==> src/rtl/udp_pkt_rx.sv <==
// UDP frame receiver: strips preamble and Ethernet/IPv4/UDP headers, filters on MAC/IP/port,
// streams the payload and reports FCS and length status at end of frame.
module udp_pkt_rx #(
    parameter logic [47:0] MY_MAC       = 48'hAADEADBEEFAA,
    parameter bit          ACCEPT_BCAST = 1'b1,
    parameter logic [31:0] MY_IP        = 32'hC0A80164,
    parameter logic [15:0] MY_PORT      = 16'd1024,
    parameter logic [15:0] MAX_PAYLOAD  = 16'd1472
) (
    input  logic        clk,
    input  logic        rst_n,
    input  logic        rx_dv,
    input  logic [7:0]  rx_data,
    output logic        out_valid,
    output logic [7:0]  out_data,
    output logic        out_sof,
    output logic        out_eof,
    output logic        pkt_done,
    output logic        pkt_ok,
    output logic        err_crc,
    output logic        err_len,
    output logic [31:0] src_ip,
    output logic [15:0] src_port,
    output logic [15:0] drop_cnt
);

    typedef enum logic [2:0] {IDLE, PREAMBLE, HEADER, PAYLOAD, TRAILER, STATUS, DROP} state_t;

    localparam logic [31:0] CRC_RESIDUE = 32'hC704DD7B;
    localparam logic [10:0] IDX_MAX     = 11'h7FF;

    state_t      state, state_nx;
    logic [10:0] idx;
    logic [31:0] crc;
    logic        uc_ok, bc_ok;
    logic [31:0] ip_sh;
    logic [15:0] port_sh;
    logic [15:0] udp_len;

    logic [7:0]  mac_byte;
    logic        uc_m, bc_m;
    logic        chk_en;
    logic [7:0]  chk_val;
    logic        hdr_bad, len_bad;
    logic [15:0] plen;
    logic [10:0] last_idx;
    logic        pay_byte, drop_inc, go_status, crc_bad, stat_len, sfd_hit, frame_byte;

    // Serial-equivalent of the parallel nextCRC32_D8: d[7] enters the register first.
    function automatic logic [31:0] next_crc32_d8(input logic [7:0] d, input logic [31:0] c);
        logic [31:0] r;
        logic        fb;
        r = c;
        for (int i = 7; i >= 0; i--) begin
            fb = r[31] ^ d[i];
            r  = {r[30:0], 1'b0} ^ (fb ? 32'h04C11DB7 : 32'h0);
        end
        return r;
    endfunction

    function automatic logic [7:0] rev8(input logic [7:0] d);
        logic [7:0] r;
        for (int i = 0; i < 8; i++) r[i] = d[7-i];
        return r;
    endfunction

    // Header field checks, keyed on the byte index after the SFD.
    always_comb begin
        mac_byte = 8'h00;
        case (idx[2:0])
            3'd0:    mac_byte = MY_MAC[47:40];
            3'd1:    mac_byte = MY_MAC[39:32];
            3'd2:    mac_byte = MY_MAC[31:24];
            3'd3:    mac_byte = MY_MAC[23:16];
            3'd4:    mac_byte = MY_MAC[15:8];
            3'd5:    mac_byte = MY_MAC[7:0];
            default: mac_byte = 8'h00;
        endcase
        uc_m = uc_ok && (rx_data == mac_byte);
        bc_m = bc_ok && (rx_data == 8'hFF);

        chk_en  = 1'b0;
        chk_val = 8'h00;
        case (idx)
            11'd12: begin chk_en = 1'b1; chk_val = 8'h08;          end
            11'd13: begin chk_en = 1'b1; chk_val = 8'h00;          end
            11'd14: begin chk_en = 1'b1; chk_val = 8'h45;          end
            11'd23: begin chk_en = 1'b1; chk_val = 8'h11;          end
            11'd30: begin chk_en = 1'b1; chk_val = MY_IP[31:24];   end
            11'd31: begin chk_en = 1'b1; chk_val = MY_IP[23:16];   end
            11'd32: begin chk_en = 1'b1; chk_val = MY_IP[15:8];    end
            11'd33: begin chk_en = 1'b1; chk_val = MY_IP[7:0];     end
            11'd36: begin chk_en = 1'b1; chk_val = MY_PORT[15:8];  end
            11'd37: begin chk_en = 1'b1; chk_val = MY_PORT[7:0];   end
            default: begin chk_en = 1'b0; chk_val = 8'h00;         end
        endcase

        // Unicast and broadcast match are tracked separately so a mixed address never passes.
        hdr_bad  = (idx < 11'd6) ? !(uc_m || bc_m) : (chk_en && (rx_data != chk_val));
        plen     = udp_len - 16'd8;
        len_bad  = (udp_len < 16'd9) || (plen > MAX_PAYLOAD);
        last_idx = plen[10:0] + 11'd41;
    end

    always_ff @(posedge clk) begin
        if (!rst_n) state <= IDLE;
        else        state <= state_nx;
    end

    always_comb begin
        state_nx = state;
        case (state)
            IDLE:
                if (rx_dv && rx_data == 8'h55) state_nx = PREAMBLE;
            PREAMBLE:
                if (!rx_dv)                    state_nx = IDLE;
                else if (rx_data == 8'h55)     state_nx = PREAMBLE;
                else if (rx_data == 8'hD5)     state_nx = HEADER;
                else                           state_nx = DROP;
            HEADER:
                if (!rx_dv)                    state_nx = IDLE;
                else if (hdr_bad)              state_nx = DROP;
                else if (idx == 11'd41)        state_nx = len_bad ? DROP : PAYLOAD;
            PAYLOAD:
                if (!rx_dv)                    state_nx = STATUS;
                else if (idx == last_idx)      state_nx = TRAILER;
            TRAILER:
                if (!rx_dv)                    state_nx = STATUS;
            STATUS:                            state_nx = IDLE;
            DROP:
                if (!rx_dv)                    state_nx = IDLE;
            default:                           state_nx = IDLE;
        endcase
    end

    always_comb begin
        sfd_hit    = (state == PREAMBLE) && rx_dv && (rx_data == 8'hD5);
        frame_byte = rx_dv && (state == HEADER || state == PAYLOAD || state == TRAILER);
        pay_byte   = rx_dv && (state == PAYLOAD);
        go_status  = !rx_dv && (state == PAYLOAD || state == TRAILER);
        stat_len   = (state == PAYLOAD);
        crc_bad    = (crc != CRC_RESIDUE);
        // A header aborted by rx_dv low is still a filtered frame.
        drop_inc   = ((state_nx == DROP) && (state != DROP)) || ((state == HEADER) && !rx_dv);
    end

    always_ff @(posedge clk) begin
        if (!rst_n) begin
            out_valid <= 1'b0;
            out_data  <= 8'h00;
            out_sof   <= 1'b0;
            out_eof   <= 1'b0;
            pkt_done  <= 1'b0;
            pkt_ok    <= 1'b0;
            err_crc   <= 1'b0;
            err_len   <= 1'b0;
            src_ip    <= 32'h0;
            src_port  <= 16'h0;
            drop_cnt  <= 16'h0;
            idx       <= 11'h0;
            crc       <= 32'hFFFFFFFF;
            uc_ok     <= 1'b0;
            bc_ok     <= 1'b0;
            ip_sh     <= 32'h0;
            port_sh   <= 16'h0;
            udp_len   <= 16'h0;
        end else begin
            out_valid <= pay_byte;
            out_sof   <= pay_byte && (idx == 11'd42);
            out_eof   <= pay_byte && (idx == last_idx);
            if (pay_byte) out_data <= rx_data;

            pkt_done <= go_status;
            pkt_ok   <= go_status && !crc_bad && !stat_len;
            err_crc  <= go_status && crc_bad;
            err_len  <= go_status && stat_len;
            if (go_status && !crc_bad && !stat_len) begin
                src_ip   <= ip_sh;
                src_port <= port_sh;
            end

            if (drop_inc) drop_cnt <= drop_cnt + 16'd1;

            if (sfd_hit) begin
                idx   <= 11'h0;
                crc   <= 32'hFFFFFFFF;
                uc_ok <= 1'b1;
                bc_ok <= ACCEPT_BCAST;
            end else if (frame_byte) begin
                crc <= next_crc32_d8(rev8(rx_data), crc);
                if (idx != IDX_MAX) idx <= idx + 11'd1;
            end

            if (state == HEADER && rx_dv) begin
                if (idx < 11'd6) begin
                    uc_ok <= uc_m;
                    bc_ok <= bc_m;
                end
                case (idx)
                    11'd26, 11'd27, 11'd28, 11'd29: ip_sh   <= {ip_sh[23:0], rx_data};
                    11'd34, 11'd35:                 port_sh <= {port_sh[7:0], rx_data};
                    11'd38, 11'd39:                 udp_len <= {udp_len[7:0], rx_data};
                    default: ;
                endcase
            end
        end
    end

endmodule

==> config.mk <==
export PLATFORM = sky130hd
export DESIGN_NAME = udp_pkt_rx
export DESIGN_NICKNAME = d
export VERILOG_FILES = /design/src/rtl/udp_pkt_rx.sv
export SDC_FILE = /design/constraint.sdc
export NUM_CORES = 1
export LEC_CHECK = 0
export BUFFER_PORTS_ARGS = -buffer_cell sky130_fd_sc_hd__buf_2
export CORE_UTILIZATION = 45
export DETAILED_ROUTE_END_ITERATION = 7
export PLACE_DENSITY = 0.76
export SKIP_LAST_GASP = 1
export SLEW_MARGIN = 15
export SYNTH_ARGS = -nofsm -noshare
export SYNTH_HDL_FRONTEND = slang
export SYNTH_SLANG_ARGS = --single-unit
==> constraint.sdc <==
create_clock -name clk -period 3.47 [get_ports clk]
set_input_delay 0.5205 -clock clk [delete_from_list [all_inputs] [get_ports clk]]
set_output_delay 0.5205 -clock clk [all_outputs]
set_load 0.01 [all_outputs]
==> Word-level counts from Yosys, hierarchy flattened <==
Index checks and enable logic that the tools add are counted.
{ "totals": {"out_inout_bits": 79, "word_cells": 154, "register_bits": 191} }
{ "classes": {"reduce_logical": 40, "magnitude_cmp": 3, "bitwise": 17, "muxes": 31, "eq_ne": 40, "addsub": 4} }
{ "ops": {"columns": ["op", "n"], "rows": [
  ["32-bit by 27-bit XOR with 32-bit output", 8],
  ["27-bit 2-to-1 mux", 8],
  ["11-bit by 6-bit equality test with 1-bit output (second input constant)", 10],
  ["11-bit by 5-bit equality test with 1-bit output (second input constant)", 7],
  ["8-bit one-hot mux with 8 select lines", 1],
  ["8-bit one-hot mux with 5 select lines", 1],
  ["3-bit 2-to-1 mux", 12],
  ["11-bit by 4-bit equality test with 1-bit output (second input constant)", 3],
  ["32-bit != test (second input constant)", 1],
  ["1-bit logical AND", 18],
  ["3-bit one-hot mux with 6 select lines", 1],
  ["16-bit by 1-bit adder with 16-bit output (second input constant)", 1],
  ["8-bit equality test (second input constant)", 2],
  ["16-bit by 11-bit > comparator with 1-bit output (second input constant)", 1],
  ["16-bit by 4-bit less-than comparator with 1-bit output (second input constant)", 1],
  ["16-bit by 4-bit subtractor with 16-bit output (second input constant)", 1],
  ["3-bit equality test (second input constant)", 5],
  ["3-bit by 2-bit equality test with 1-bit output (second input constant)", 4],
  ["11-bit by 1-bit adder with 11-bit output (second input constant)", 1],
  ["11-bit by 6-bit adder with 11-bit output (second input constant)", 1],
  ["11-bit equality test", 1],
  ["11-bit by 3-bit less-than comparator with 1-bit output (second input constant)", 1],
  ["11-bit != test (second input constant)", 1],
  ["10-bit OR reduction", 1],
  ["14 further kinds", 44]
]} }

==> Longest topological paths before layout <==
Gate-level depths: netlist of run 1.
{ "logic_depth": {"ltp_word": 24, "mapped_depth": 15} }

==> Worst setup path before layout of run 1 <==
OpenSTA, ideal clock, no wires.
{ "synth_timing": {"kind": "register to register", "start": "register udp_len[3]", "end": "register drop_cnt[12]", "required_ns": 3.350, "setup_slack_ns": 0.129, "stages_incl_launch_ff": 15, "t_arrival_ns": 3.221, "path_buffers": 2, "synth_period_minus_slack_ns": 3.341, "setup_time_ns": 0.120, "path_cell_list": "dfxtp_1 > clkbuf_1 > inv_1 > ha_1 > clkbuf_1 > or4_1 > o21ai_0 > a211oi_1 > xnor2_1 > nor3_1 > o221ai_2 > a221o_1 > nor2_4 > a41oi_1 > o31a_1"} }
{ "synth_between": {"elab_chain_cells": 11} }
{ "synth_rtl": {"columns": ["element", "line_no", "source"], "rows": [
  ["start: declaration", "38", "logic [15:0] udp_len;"],
  ["start signal: assignment", "202", "11'd38, 11'd39: udp_len <= {udp_len[7:0], rx_data};"],
  ["16-bit by 4-bit subtractor with 16-bit output", "100", "plen = udp_len - 16'd8;"],
  ["16-bit by 11-bit > comparator with 1-bit output", "101", "len_bad = (udp_len < 16'd9) || (plen > MAX_PAYLOAD);"],
  ["1-bit logical OR", "101", null],
  ["3-bit 2-to-1 mux (2 in series)", "123", "else if (idx == 11'd41) state_nx = len_bad ? DROP : PAYLOAD;"],
  ["3-bit 2-to-1 mux", "122", "else if (hdr_bad) state_nx = DROP;"],
  ["3-bit 2-to-1 mux", "121", "if (!rx_dv) state_nx = IDLE;"],
  ["3-bit one-hot mux with 6 select lines *", "112", "case (state)"],
  ["3-bit equality test *", "144", "drop_inc = ((state_nx == DROP) && (state != DROP)) || ((state == HEADER) && !rx_dv);"],
  ["1-bit logical AND *", "144", null],
  ["1-bit logical OR *", "144", null],
  ["end signal: assignment", "182", "if (drop_inc) drop_cnt <= drop_cnt + 16'd1;"],
  ["end: declaration", "24", "output logic [15:0] drop_cnt"]
]} }
Mark *: on every way between the ends. The rest lies on a longest branch, timed or not.
A chain may end at the register's enable or synchronous reset.

==> Final worst setup path of run 1 <==
Ends and elaborated chain as after synthesis.

==> metrics.yaml, run 1 <==
cp_slowest_cell: "or4b_4"
synth_seq_cells: 191
slew_headroom_pct: 43.2
r2r_cells: 12
avgSynthCellArea_um2: 8.70
reg2reg_setup_slack_ps: 140
fin_util_pct: 53.1
holdPathStages: 3
tightest_slew_ps: 851
synth_edf_count: 0
drc: 0
drtIter0Drc: 593
r2r_end: "drop_cnt[12]$_SDFFE_PN0P_"
synth_area_leaders: "dfxtp_1, mux2i_1, nor2_1, xnor2_1, nand2_1"
totalWireLength_um: 23700
postCtsHoldBufs: 0
cts.clk_slew.worst_paths_ps: 80
netlist-cell-type-count: 67
synth_commonest_cells: "dfxtp_1, nor2_1, mux2i_1"
grt_pass1_wl_um: 38200
total_power_mw: 4.47
dp.cells: 1402
finalSetupViolCount: 0
vias: 8058
dieArea_um2: 21500
gr-total-overflow: 0
r2r-start: "udp_len[3]$_SDFFE_PN0P_"
slowest_delay_ps: 470
viasPerCell: 5.62
min_period_ps: 3330
vdd_drop_max_v: 0.000374
ant_nets: 0
drive_gt1_share_pct: 15.2
clk_latency_ps: 440
fin_cells: 1435
worstSetupEndpointType: "flip-flop"
postCtsSetupBuffers: 0
clk_path_buf_depth: 2
min_period_over_period_pct: 95.9
startpoint_type: "flip-flop"
cp.arrival_ps: 3650
min_to: "out_data[3]$_SDFFE_PN0P_"
place_congestion: 0.903
postCtsResizedCells: 0
port_buffers: 89
crit_chain: "inv_1 > ha_1 > or4b_4 > a21o_1 > a221oi_2 > xnor2_1 > and3_1 > o221ai_2 > a221o_1 > nor2_4 > a41oi_1 > o31a_1"
fp.coreArea_um2: 20400
diodes: 0
worstHoldStart: "rx_data[3]"
synth_top_area_cell: "dfxtp_1"
wire_per_inst_um: 16.5
pre_cts_ws_ps: 171
worstPathRequired_ps: 3800
root_buffer: "clkbuf_16"
fin_tns_setup_ps: 0
design_area_um2: 10800
yosysWarnings: 0
synth_ff_type: "dfxtp_1"
die_h_um: 147
fillers: 1773
placed_cell_area_um2: 10200
cp_max_fo: 7
synth_top_area_share_pct: 40.7
num_rows: 52
grt_max_degree: 66
synth.most_common_cell: "dfxtp_1"
ys_seq_area_share_pct: 40.7
drv_cap: 0
timing.hold.ws_ps: 436
nets: 1174
synthCells: 1081
cp_top_family: "compound AO/OA/AOI/OAI gates"
fin_worst_skew_ps: 14.3
cts.sinks: 191
cts_buffers: 17
power_density_nw_per_um2: 413
rsz0062_at_grt: "true"
gr-usage-all-layers_pct: 22.0
status: "completed"
syn_area_um2: 9410
fin_ws_ps: 143
maxSlewViolCount: 0
antenna_found_initial: 0
synthToLayoutAreaGrowth_pct: 15.0
postSynthNetCount: 1103
leakage_nw: 5.11
dr.pass1.iters: 6
fmax_mhz: 301
finalHoldViolations: 0
hp-class: "in -> reg"
worst-path-buf-inv: 1
first_global_vias: 7426
ctsHtreeMaxLevel: 4
die_w_um: 147
dp_hpwl_um: 16000
postSynth.asyncResetShare_pct: 0
cts_tree: "built"
worstSetupPathType: "reg -> reg"
start_util_pct: 46.2
pin_count: 90
[cell type report]
type / instances / area, um2 / area share, %
clock inverter: 14 / 176 / 1.63
timing repair buffer: 125 / 728 / 6.73
inverter: 17 / 66.3 / 0.613
tap: 270 / 338 / 3.12
multi-input combinational: 800 / 5250 / 48.5
sequential: 191 / 3830 / 35.4
clock buffer: 18 / 429 / 3.97
[kinds of logic after synthesis]
| logic type | count (synthesis) | share of synthesized area, % |
|---|---|---|
| flops | 191 | 40.7 |
| mux | 113 | 12.0 |
| xor+xnor | 103 | 9.74 |
| compound gates | 165 | 11.9 |
| simple gates | 407 | 20.4 |
| buf+inv | 91 | 3.90 |
| fa+ha+maj | 11 | 1.46 |
[worst reg2reg max path, cell delays in order, from the launching register on]
cell      delay, ps
dfxtp_1         350
inv_1           110
ha_1            170
or4b_4          470
a21o_1          180
a221oi_2        280
xnor2_1         180
and3_1          200
o221ai_2        160
a221o_1         420
nor2_4          230
a41oi_1         140
o31a_1          320
[routing by layer]
metal / track usage [%] / share of wire [%] / routed length [um]
met5: 0 / 0 / 0
met4: 7.60 / 1.5 / 366
met3: 4.88 / 6.4 / 1510
met2: 35.0 / 45 / 10700
met1: 29.3 / 47 / 11100
[flip-flops by register name (all words and copies together), names as in the netlist]
signal     flops
src_port      16
port_sh       16
out_valid      1
out_sof        1
err_crc        1
idx           11
out_data       8
src_ip        32
drop_cnt      16
out_eof        1
bc_ok          1
pkt_done       1
err_len        1
ip_sh         32
crc           32
pkt_ok         1
udp_len       16
state          3
uc_ok          1
[placed cells by master (no fill, tap or decap), types with 14 or more instances in the layout]
master     instances
dfxtp_1          188
nor2_1           168
mux2i_1          113
nand2_1           93
buf_2             89
xnor2_1           68
a21oi_1           37
o211ai_1          35
buf_4             35
xor2_1            33
nor3_1            32
o21ai_0           29
clkbuf_16         17
nand4_1           16
nand3_1           16
inv_1             14
[power breakdown]
group	total (mW)	internal [mW]	switching (mW)	leakage [nW]
registers	2.19	2.19	0.00212	1.54
clock network	2.00	1.04	0.965	0.292
logic	0.274	0.102	0.172	3.27
total	4.47	3.33	1.14	5.11
[worst max path at each step]
stage                            startpoint                         to  depth (start not counted)  slack (ps)
floorplan           udp_len[3]$_SDFFE_PN0P_  drop_cnt[12]$_SDFFE_PN0P_                         14         130
global placement    udp_len[3]$_SDFFE_PN0P_   drop_cnt[5]$_SDFFE_PN0P_                         13         240
detailed placement  udp_len[4]$_SDFFE_PN0P_   drop_cnt[5]$_SDFFE_PN0P_                         13         170
CTS                 udp_len[3]$_SDFFE_PN0P_  drop_cnt[12]$_SDFFE_PN0P_                         12         150
global route        udp_len[3]$_SDFFE_PN0P_   drop_cnt[5]$_SDFFE_PN0P_                         13          -2
finish              udp_len[3]$_SDFFE_PN0P_  drop_cnt[12]$_SDFFE_PN0P_                         12         140
Power figures use the tool's default switching activity.
==> inputs of run 2 (changes only) <==
REMOVE_ABC_BUFFERS = 1   (was default)
==> metrics.yaml, run 2 (synthesis results as in run 1) <==
antenna_found_initial: 1
cts.clk_slew.worst_paths_ps: 70
finalSetupViolCount: 0
nets: 1175
cp_slowest_cell: "or4_4"
reg_top3: "crc: 32 flops, ip_sh: 32 flops, src_ip: 32 flops"
gr-usage-all-layers_pct: 21.3
root_buffer: "clkbuf_16"
worstSetupEndpointType: "flip-flop"
slew_headroom_pct: 42.5
cts_tree: "built"
cp_top_family: "simple AND/OR/NAND/NOR gates"
slowest_delay_ps: 580
die_h_um: 147
clk_latency_ps: 440
place_congestion: 0.927
num_rows: 52
cp_max_fo: 14
wire_per_inst_um: 15.7
grt_max_degree: 134
port_buffers: 89
worstSetupPathType: "reg -> reg"
ant_nets: 0
mostFrequentLayoutCells: "dfxtp_1, nor2_1, mux2i_1"
vias: 7971
final_common_cell: "dfxtp_1"
worstPathRequired_ps: 3800
fmax_mhz: 298
status: "completed"
maxSlewViolCount: 0
drc: 0
cts.sinks: 191
clk_path_buf_depth: 2
drive_gt1_share_pct: 15.5
synthToLayoutAreaGrowth_pct: 15.9
drtIter0Drc: 504
dp_hpwl_um: 15100
die_w_um: 147
fin_worst_skew_ps: 11.6
fin_tns_setup_ps: 0
fin_util_pct: 53.5
startpoint_type: "flip-flop"
first_global_vias: 7424
total_power_mw: 4.45
cts_buffers: 17
pin_count: 90
vdd_drop_max_v: 0.000309
placed_cell_area_um2: 10200
tightest_slew_ps: 856
min_period_over_period_pct: 96.6
dieArea_um2: 21500
hp-class: "reg -> reg"
dr.pass1.iters: 5
finalHoldViolations: 0
totalWireLength_um: 22500
design_area_um2: 10900
power_density_nw_per_um2: 408
fp.coreArea_um2: 20400
drv_cap: 0
ctsHtreeMaxLevel: 4
worst-path-buf-inv: 1
crit_chain: "buf_4 > or4_4 > nor4_4 > xnor3_1 > xnor2_1 > nor3_2 > o221ai_4 > a221o_1 > nor2_4 > a41oi_1 > o31a_1"
leakage_nw: 5.12
cp.arrival_ps: 3680
viasPerCell: 5.55
grt_pass1_wl_um: 37100
min_period_ps: 3350
start_util_pct: 46.2
gr-total-overflow: 0
[run 2: changes by cell type in the layout (fill, tap and decap cells not counted), moves of 2 or more]
cell / previous run / this run
dfxtp_1: 188 / 191
inv_2: 0 / 2
inv_1: 14 / 12
dfxtp_2: 3 / 0
[run 2: worst reg2reg max path: stages, from the launching register on]
cell and delay (ps):
dfxtp_1 330, buf_4 180, or4_4 580, nor4_4 220, xnor3_1 310, xnor2_1 160, nor3_2 180, o221ai_4 150
a221o_1 390, nor2_4 280, a41oi_1 160, o31a_1 310
[run 2: power breakdown]
group          internal [mW]  total, mW  switching (mW)
registers               2.19       2.19         0.00194
logic                  0.103      0.267           0.164
clock network           1.05       1.99           0.941
[run 2: metal layers]
layer / vias up / global-route usage (%) / share of wire (%)
met5: - / 0 / 0
met4: 0 / 7.71 / 1.8
met3: 33 / 4.19 / 5.7
met2: 241 / 34.5 / 47
met1: 3777 / 28.1 / 46
li1: 3920 / - / -
[run 2: metrics by stage]
step	hold WS, ps	worst slack [ps]	cells
after floorplan	456	-2090	1007
after global placement	440	191	1400
after detailed placement	452	47.0	1400
after CTS	455	27.0	1432
after global routing	473	-5.03	1436
final	460	117	1437
[run 2: cell type report]
class | count | area (um2)
antenna | 1 | 2.50
fill | 1842 | 9470
inverter | 17 | 66.3
multi-input combinational | 799 | 5270
sequential | 191 | 3820
timing repair buffer | 127 | 781
tap | 270 | 338
clock buffer | 18 | 439
clock inverter | 14 | 174
[run 2: final timing paths]
path                            start                   endpoint  depth (start not counted)  slack (ps)
max           udp_len[3]$_SDFFE_PN0P_  drop_cnt[12]$_SDFFE_PN0P_                         11         120
min          out_data[6]$_SDFFE_PN0P_   out_data[6]$_SDFFE_PN0P_                          2         460
max reg2reg   udp_len[3]$_SDFFE_PN0P_  drop_cnt[12]$_SDFFE_PN0P_                         11         120
min reg2reg  out_data[6]$_SDFFE_PN0P_   out_data[6]$_SDFFE_PN0P_                          2         460
[run 2: repair_timing]
item	4_1_cts	5_1_grt
endpoints found under the setup margin	0	14
setup buffers	0	3
hold buffers	0	0
gates resized for setup	0	11
==> inputs of run 3 (changes only) <==
CORE_UTILIZATION = 54   (was 45)
PLACE_DENSITY = 0.74   (was 0.76)
==> metrics.yaml, run 3 (synthesis results as in run 1) <==
pin_count: 90
slew_headroom_pct: 40.2
ctsHtreeMaxLevel: 4
grt_pass1_wl_um: 36600
num_rows: 47
dieArea_um2: 17900
pre_cts_ws_ps: 157
grt_max_degree: 108
diodes: 0
cp_max_fo: 11
ant_nets: 0
tightest_slew_ps: 895
cts_buffers: 17
fin_util_pct: 63.9
vdd_drop_max_v: 0.000439
start_util_pct: 55.9
rsz0062_at_grt: "false"
dr.pass1.iters: 5
fin_worst_skew_ps: 12.9
cts.sinks: 191
finalSetupViolCount: 0
reg_top3: "crc: 32 flops, ip_sh: 32 flops, src_ip: 32 flops"
clk_path_buf_depth: 2
clk_latency_ps: 440
fp.coreArea_um2: 16800
worstSetupEndpointType: "flip-flop"
reg2reg_setup_slack_ps: 170
min_to: "out_data[0]$_SDFFE_PN0P_"
worstPathRequired_ps: 3800
place_congestion: 0.907
r2r_cells: 11
viasPerCell: 5.78
final_common_cell: "dfxtp_1"
fin_cells: 1381
dp.cells: 1347
maxSlewViolCount: 0
postCtsHoldBufs: 0
r2r-start: "udp_len[4]$_SDFFE_PN0P_"
hp-class: "reg -> reg"
regArea_um2: 3820
fin_ws_ps: 170
gr-usage-all-layers_pct: 25.3
mostFrequentLayoutCells: "dfxtp_1, nor2_1, mux2i_1"
gr-total-overflow: 0
cts.clk_slew.worst_paths_ps: 80
fmax_mhz: 303
drc: 0
worstHoldStart: "out_data[0]$_SDFFE_PN0P_"
first_global_vias: 7454
worstSetupPathType: "reg -> reg"
port_buffers: 89
finalHoldViolations: 0
power_density_nw_per_um2: 417
drtIter0Drc: 530
drv_cap: 0
startpoint_type: "flip-flop"
min_period_over_period_pct: 95.1
synthToLayoutAreaGrowth_pct: 14.2
antenna_found_initial: 0
wire_per_inst_um: 16.3
drive_gt1_share_pct: 14.9
root_buffer: "clkbuf_16"
die_w_um: 134
nets: 1170
cts_tree: "built"
cp.arrival_ps: 3630
die_h_um: 134
min_period_ps: 3300
leakage_nw: 5.10
holdPathStages: 2
fillers: 1423
totalWireLength_um: 22500
r2r_end: "drop_cnt[12]$_SDFFE_PN0P_"
vias: 7984
status: "completed"
dp_hpwl_um: 14900
multi_input_area_um2: 5250
==> run 3: cell count changes in the layout (fill, tap and decap cells not counted), sizes merged <==
cell      delta
buf          -5
clkbuf       -2
clkinv       +3
clkinvlp     -1
diode        -1
inv          -1
nor2         +1
==> run 3: cell type report <==
type / count / share of cell area (%)
Multi-Input combinational cell: 800 / 48.8
Inverter: 17 / 0.617
Clock inverter: 15 / 1.91
Timing Repair Buffer: 121 / 6.53
Clock buffer: 17 / 3.96
Sequential cell: 191 / 35.6
Tap cell: 220 / 2.56
==> run 3: report_power, final <==
group / leakage, nW / total, mW / internal [mW] / switching [mW]
logic: 3.25 / 0.264 / 0.0997 / 0.164
clock network: 0.304 / 2.03 / 1.04 / 0.983
registers: 1.54 / 2.19 / 2.19 / 0.00216
==> run 3: through the flow <==
stage               hold WS [ps]  cell area (um2)  setup TNS, ps  total power, mW
detailed placement           446            10100              0             2.51
global placement             439            10100              0             2.51
CTS                          456            10700              0             4.53
finish                       453            10700              0             4.48
global route                 474            10700              0             4.64
floorplan                    456             9100         -59520             2.42
==> run 3: worst max-delay path by stage <==
stage	start	endpoint	slack [ps]	cells past startpoint
final	udp_len[4]$_SDFFE_PN0P_	drop_cnt[12]$_SDFFE_PN0P_	170	11
after global routing	udp_len[3]$_SDFFE_PN0P_	drop_cnt[3]$_SDFFE_PN0P_	7	13
after CTS	udp_len[3]$_SDFFE_PN0P_	drop_cnt[10]$_SDFFE_PN0P_	120	13
after detailed placement	udp_len[3]$_SDFFE_PN0P_	drop_cnt[11]$_SDFFE_PN0P_	160	13
after global placement	udp_len[3]$_SDFFE_PN0P_	drop_cnt[7]$_SDFFE_PN0P_	220	13
after floorplan	state[0]$_SDFF_PN0_	idx[7]$_SDFFE_PP0P_	-2090	9
==> run 3: what timing repair did <==
item,CTS,global route
endpoints found under the hold margin,0,0
resized for setup,0,6
setup buffers,0,1
setup endpoints to repair,0,11
==> run 3: critical path: stages (launching register included) <==
cell and delay, ps:
dfxtp_1 340, buf_4 180, or4_1 610, nor4_4 230, xnor3_1 290, xnor2_1 150
nor3_2 130, o221ai_2 160, a221o_1 450, nor2_4 200, a41oi_1 140, o31a_1 310
==> run 3: layer usage <==
metal | wire (um) | share of wire, % | up-vias | track usage (%)
li1 | - | - | 3932 | -
met4 | 502 | 2.2 | 0 | 8.33
met5 | 0 | 0 | - | 0
met1 | 10200 | 46 | 3766 | 33.7
met2 | 10600 | 47 | 248 | 41.4
met3 | 1170 | 5.2 | 38 | 4.69
